==> config.mk <==
export PLATFORM = sky130hd
export DESIGN_NAME = avr_cpu_reg_writer
export DESIGN_NICKNAME = d
export VERILOG_FILES = /design/src/rtl/avr_cpu_reg_writer.sv
export SDC_FILE = /design/constraint.sdc
export NUM_CORES = 1
export LEC_CHECK = 0
export ABC_AREA = 1
export CELL_PAD_IN_SITES_DETAIL_PLACEMENT = 0
export CELL_PAD_IN_SITES_GLOBAL_PLACEMENT = 1
export CORE_MARGIN = 2
export CORE_UTILIZATION = 30
export CTS_CLUSTER_DIAMETER = 30
export DETAILED_ROUTE_END_ITERATION = 8
export PLACE_DENSITY = 0.72
export SYNTH_ARGS = -nofsm -noshare
export SYNTH_HDL_FRONTEND = slang
export SYNTH_SLANG_ARGS = --single-unit
==> constraint.sdc <==
create_clock -name clk -period 1 [get_ports clk]
set_input_delay 0.1 -clock clk [delete_from_list [all_inputs] [get_ports clk]]
set_output_delay 0.1 -clock clk [all_outputs]
set_load 0.1 [all_outputs]
==> src/rtl/avr_cpu_reg_writer.sv <==
// Write-side sequencer for the register bank's single 8-bit write port.
// Turns byte and register-pair results into one or two registered byte writes.
module avr_cpu_reg_writer #(
  parameter int ADDR_W       = 5,
  parameter bit EVEN_IS_HIGH = 1'b1
) (
  input  logic              clk,
  input  logic              rst,
  input  logic              req_valid,
  output logic              req_ready,
  input  logic              req_wide,
  input  logic [ADDR_W-1:0] req_addr,
  input  logic [15:0]       req_data,
  output logic [ADDR_W-1:0] rf_addr,
  output logic [7:0]        rf_in,
  output logic              rf_write,
  output logic              busy,
  output logic              err_odd
);

  localparam logic [1:0] ST_IDLE  = 2'd0;
  localparam logic [1:0] ST_LAST  = 2'd1;
  localparam logic [1:0] ST_PAIR0 = 2'd2;

  logic [1:0]        state_r;
  logic              ready_r;
  logic              busy_r;
  logic              write_r;
  logic              err_r;
  logic [ADDR_W-1:0] addr_r;
  logic [7:0]        in_r;
  logic [ADDR_W-1:0] hold_addr_r;
  logic [7:0]        hold_data_r;

  logic              accept_s;
  logic [ADDR_W-1:0] base_s;
  logic [7:0]        first_s;
  logic [7:0]        second_s;
  logic [1:0]        state_nxt_s;
  logic [ADDR_W-1:0] addr_nxt_s;
  logic [7:0]        in_nxt_s;
  logic              err_nxt_s;
  logic [ADDR_W-1:0] hold_addr_nxt_s;
  logic [7:0]        hold_data_nxt_s;

  // Request decode: the even register of a pair is always written first.
  always_comb begin
    accept_s = req_valid & ready_r;
    base_s   = {req_addr[ADDR_W-1:1], 1'b0};
    if (EVEN_IS_HIGH) begin
      first_s  = req_data[15:8];
      second_s = req_data[7:0];
    end else begin
      first_s  = req_data[7:0];
      second_s = req_data[15:8];
    end
  end

  // Next-state and next-output selection.
  always_comb begin
    state_nxt_s     = ST_IDLE;
    addr_nxt_s      = addr_r;
    in_nxt_s        = in_r;
    err_nxt_s       = 1'b0;
    hold_addr_nxt_s = hold_addr_r;
    hold_data_nxt_s = hold_data_r;
    if (accept_s) begin
      if (req_wide) begin
        state_nxt_s     = ST_PAIR0;
        addr_nxt_s      = base_s;
        in_nxt_s        = first_s;
        err_nxt_s       = req_addr[0];
        hold_addr_nxt_s = base_s | {{(ADDR_W-1){1'b0}}, 1'b1};
        hold_data_nxt_s = second_s;
      end else begin
        state_nxt_s = ST_LAST;
        addr_nxt_s  = req_addr;
        in_nxt_s    = req_data[7:0];
      end
    end else begin
      case (state_r)
        // Second byte of a pair goes out regardless of req_valid.
        ST_PAIR0: begin
          state_nxt_s = ST_LAST;
          addr_nxt_s  = hold_addr_r;
          in_nxt_s    = hold_data_r;
        end
        ST_LAST:  state_nxt_s = ST_IDLE;
        ST_IDLE:  state_nxt_s = ST_IDLE;
        default:  state_nxt_s = ST_IDLE;
      endcase
    end
  end

  // State and registered outputs; reset drops any pending second byte.
  always_ff @(posedge clk or posedge rst) begin
    if (rst) begin
      state_r     <= ST_IDLE;
      ready_r     <= 1'b1;
      busy_r      <= 1'b0;
      write_r     <= 1'b0;
      err_r       <= 1'b0;
      addr_r      <= {ADDR_W{1'b0}};
      in_r        <= 8'd0;
      hold_addr_r <= {ADDR_W{1'b0}};
      hold_data_r <= 8'd0;
    end else begin
      state_r     <= state_nxt_s;
      ready_r     <= (state_nxt_s != ST_PAIR0);
      busy_r      <= (state_nxt_s != ST_IDLE);
      write_r     <= (state_nxt_s != ST_IDLE);
      err_r       <= err_nxt_s;
      addr_r      <= addr_nxt_s;
      in_r        <= in_nxt_s;
      hold_addr_r <= hold_addr_nxt_s;
      hold_data_r <= hold_data_nxt_s;
    end
  end

  assign req_ready = ready_r;
  assign busy      = busy_r;
  assign rf_write  = write_r;
  assign err_odd   = err_r;
  assign rf_addr   = addr_r;
  assign rf_in     = in_r;

endmodule
== Word level (Yosys, flattened, before mapping) ==
Cells that the tools add are included.

* Input port bits: 25
* Output and inout port bits: 17
* Register bits: 31
* Memories kept: 0
* Bits in writable memories: 0
* Bits in latches: 0
* Memory bits (read-only): 0
* Word-level logic and storage cells: 25

* Magnitude comparators: 0
* Bitwise operators: 1
* Divide/modulo/power cells: 0
* Add/sub/neg operators: 0
* Equal/unequal tests: 2
* Multiply operators: 0
* Shifts and indexed selects: 0
* Reductions and logical operators: 3
* Multiplexer cells: 11

{| class="wikitable"
|+ Operators by type and width
! kind !! number
|-
| two-way mux 8 bit || 3
|-
| two-way mux 5 bit || 2
|-
| two-way mux 1 bit || 4
|-
| two-way mux 2 bit || 2
|-
| nonzero test 2 bit || 2
|-
| == test 2 bit, second input constant || 1
|-
| inequality test 2 bit, second input constant || 1
|-
| AND reduction 2 bit || 1
|-
| AND 1 bit || 1
|}

== Longest topological paths before layout ==
Gate-level depths: netlist of the first run.

* Depth after elaboration: 4
* Depth in mapped cells: 7
* Mapped depth without buffers: 5

== Worst setup path before layout of the first run ==
Ideal clock, no wire load.

* Path kind: register to register
* Start: register ready_r (netlist: req_ready)
* End: register in_r[0] (netlist: rf_in[0])
* Cell stages (with the launch flop): 6
* Data arrival time: 1.442 ns
* Setup time: 0.126 ns
* Buffers on the path: 2
* Slack: -0.568 ns
* Period minus slack after synthesis: 1.568 ns
* Data required time: 0.874 ns
* Cells stage by stage: dfstp_2 -> nand2_4 -> buf_4 -> buf_6 -> nand4_1 -> nand3_1

* Word-level cells in the longest chain between the ends: 2
* Elaborated cells between the ends (all ways): 3
* Those cells by class: mux (1); bitwise (1); reduce/logical (1)

{| class="wikitable"
|+ RTL lines
! item !! RTL line !! source
|-
| start, declared || 26 || <nowiki>logic ready_r;</nowiki>
|-
| start signal, assigned || 109 || <nowiki>ready_r <= (state_nxt_s != ST_PAIR0);</nowiki>
|-
| AND 1 bit (*) || 48 || <nowiki>accept_s = req_valid & ready_r;</nowiki>
|-
| two-way mux 8 bit or nonzero test 2 bit (tied branches) || n/a ||
|-
| end signal, assigned || 114 || <nowiki>in_r <= in_nxt_s;</nowiki>
|-
| end, declared || 31 || <nowiki>logic [7:0] in_r;</nowiki>
|}

Every way passes the cells marked *; elsewhere a longest branch is shown, timed or not.
A chain may end at the register's enable or synchronous reset.

== Worst setup path after layout of the first run ==
* Start: register ready_r (netlist: req_ready)
* End: register addr_r[0] (netlist: rf_addr[0])

* Word-level cells in the longest chain between the ends: 2
* Elaborated cells between the ends (all ways): 3
* Those cells by class: mux (1); bitwise (1); reduce/logical (1)

{| class="wikitable"
|+ RTL lines
! item !! RTL line !! source
|-
| AND 1 bit (*) || 48 ||
|-
| two-way mux 5 bit or nonzero test 2 bit (tied branches) || n/a ||
|-
| end signal, assigned || 103 || <nowiki>addr_r <= {ADDR_W{1'b0}};</nowiki>
|-
| end signal, assigned || 113 || <nowiki>addr_r <= addr_nxt_s;</nowiki>
|-
| end, declared || 30 || <nowiki>logic [ADDR_W-1:0] addr_r;</nowiki>
|}

Marked as above.

==> impl_metrics.ini, run 1 <==
[run_status]
outcome = finished, violations left
violations = setup timing

[finish]
nFillCells = 443
fin_nets = 252
drive_gt1_frac = 0.238
diodes = 0
final_util = 0.497
area_delta_synth_final_pct = 61.3
register_area_um2 = 785
multi_input_area_um2 = 556
fin_area_um2 = 2310

[clock_tree]
htreeDepth = 2
ctsHoldBuffers = 0
path_clk_slew_ns = 0.06
clk_latency_ns = 0.28
cts_buffer_depth = 2
numCtsBuffers = 5
cts.sinks = 31
cts_root_buf = clkbuf_8
cts_tree = yes

[global_route]
grt_pass1_wl_mm = 6.31
grt_use_total = 0.159
overflow = 0
antenna_found_initial = 0
grt_busiest_layer = met2
met3_usage = 0.0359
grt_pass1_vias = 1330
grt_start_max_net_pins = 22
grt_use_met2 = 0.253
grt_util_met1 = 0.200

[worst_setup_path]
cp_slowest_cell = dfstp_4
cp_max_fo = 11
max_stage_delay_ns = 0.63
cp-end-kind = flip-flop
cpLargestDelayFamily = flip-flops
crit_arrival_ns = 1.45
start_kind = flip-flop
crit_path_frequent_cell = nand3_1
crit_chain = buf_12 > nand2_8 > buf_4 > nand3_1 > nand3_1
path_class = reg -> reg
startpoint = req_ready
cp_num_buf_inv = 2
reg2reg_from = req_ready
worstPathRequired_ns = 1.15

[sta]
slew_headroom = 0.855
fin_skew_ns = 0.00456
fin_crit_sh = 1.29
finalSetupViolCount = 34
setup_ws_ns = -0.294
finalHoldViolations = 0
fin_crit_ns = 1.29
holdWs_ns = 0.192
rsz0062_at_grt = true
worst_slew_pin_slew_ns = 0.217
fmax_mhz = 773
slew_viol_final = 0
fin_setup_tns_ns = -8.00

[placed_design]
gp_congestion = 0.759
dpl.hpwl_mm = 2.74
dpl_cell_area_um2 = 2200
place.port_buffers = 41

[routing]
dr.pass1.iters = 4
via_per_inst = 4.65
routed-via-count = 1308
routedWlPerCell_um = 13.1
wl_mm = 3.67
drtIter0Drc = 55
drc_errors = 0
antenna_left = 0

[power_and_ir_drop]
p_leak_nw = 1.13
power.density_nw_per_um2 = 1760
power_w = 0.00408
irDropWorstVdd_uv = 613

[yosys]
synth_top_area_share = 0.523
synth.avg_cell_area_um2 = 8.59
synthesis.nets = 192
syn_inst = 167
synth.largest_area_cell = dfrtp_1
synth-seq-cells = 31
synth_cell_types = 18
netlist_area_um2 = 1440
ys.warnings.count = 0
ys_seq_area_frac = 0.541
synthTopCellsByArea = dfrtp_1, nand2_1, nand3_1

[floorplanning]
rows = 25
ioPinCount = 42
die_area_um2 = 5350
die_y_um = 73.2
start_util = 0.308
die_x_um = 73.2
core_um2 = 4660

[worst_hold_path]
hp-class = in -> async

[flow_run]
cap_viol_max_count = 0
## synthesized netlist by cell type
cell type  count
a21oi_1        1
buf_2          3
buf_4          2
buf_6          4
clkbuf_1       2
dfrtp_1       30
dfstp_2        1
inv_1          3
inv_4          1
inv_8          1
nand2_1       74
nand2_2        1
nand2_4        1
nand3_1       27
nand4_1       13
nor2_1         1
nor2_8         1
or2_2          1
## placed cells by master, fill, tap and decap left out
cell,n
nand2_1,74
dfrtp_1,29
nand3_1,27
clkdlybuf4s50_1,24
buf_12,20
buf_4,17
nand4_1,13
clkbuf_8,5
buf_6,3
inv_1,2
clkbuf_1,2
inv_8,1
nand2_8,1
nor2_8,1
inv_4,1
inv_2,1
nand2_2,1
or2_2,1
a21oi_1,1
nor2_1,1
dfstp_4,1
dfrtp_4,1
## layout make-up
cell class | count | area share
Sequential cell | 31 | 0.339
Clock buffer | 7 | 0.0330
Multi-Input combinational cell | 120 | 0.240
Timing Repair Buffer | 64 | 0.346
Tap cell | 54 | 0.0292
Inverter | 5 | 0.0124
## worst paths after layout
path                                   to  slack [ns]  cells past startpoint
max reg2reg                    rf_addr[0]       -0.29                      5
min reg2reg                hold_data_r[1]        0.47                      2
max in group asynchronous       req_ready        0.59                      3
min in group clk                  err_odd        0.38                      3
min                               err_odd        0.19                      3
max                            rf_addr[0]       -0.29                      5
## cell families (layout without fill, tap and decap cells)
logic type | after synthesis | after routing | synth area share
AO/OA/AOI/OAI | 1 | 1 | 0.00348
buffers and inverters | 16 | 76 | 0.0776
flip-flops | 31 | 31 | 0.541
AND/OR/NAND/NOR | 119 | 119 | 0.378
## routing by layer
metal	vias up	wire length, um
li1	663	-
met1	605	1590
met2	36	1790
met3	4	215
met4	0	78
met5	-	0
## worst register-to-register path, stage by stage (launching register included)
cell	delay [ns]
dfstp_4	0.63
buf_12	0.11
nand2_8	0.07
buf_4	0.19
nand3_1	0.09
nand3_1	0.09
## what timing repair did
action / in CTS / in global routing
setup endpoints to repair: 35 / 38
resized for setup: 3 / 0
setup buffers: 1 / 1
## power by group
group | switching (W) | internal (W)
sequential | 0.000140 | 0.00143
combinational | 0.000987 | 0.000625
clock | 0.000426 | 0.000478
## sequential cells by signal (all words and copies together), names as in the netlist
register / flops
rf_write: 1
hold_addr_r: 5
rf_addr: 5
rf_in: 8
err_odd: 1
req_ready: 1
hold_data_r: 8
state_r: 2
## through the flow
stage,std cells,worst slack [ns]
2_1_floorplan,167,-0.408
3_3_place_gp,272,-0.265
3_5_place_dp,272,-0.272
4_1_cts,280,-0.298
5_1_grt,281,-0.368
6_report,281,-0.294
Note: power is estimated with default switching activity, not from simulation.
==> inputs of run 2 (changes only) <==
CAP_MARGIN = 20   (was not set)
==> results of run 2 <==
No change in the layout: final DEF, timing and power equal those of run 1.
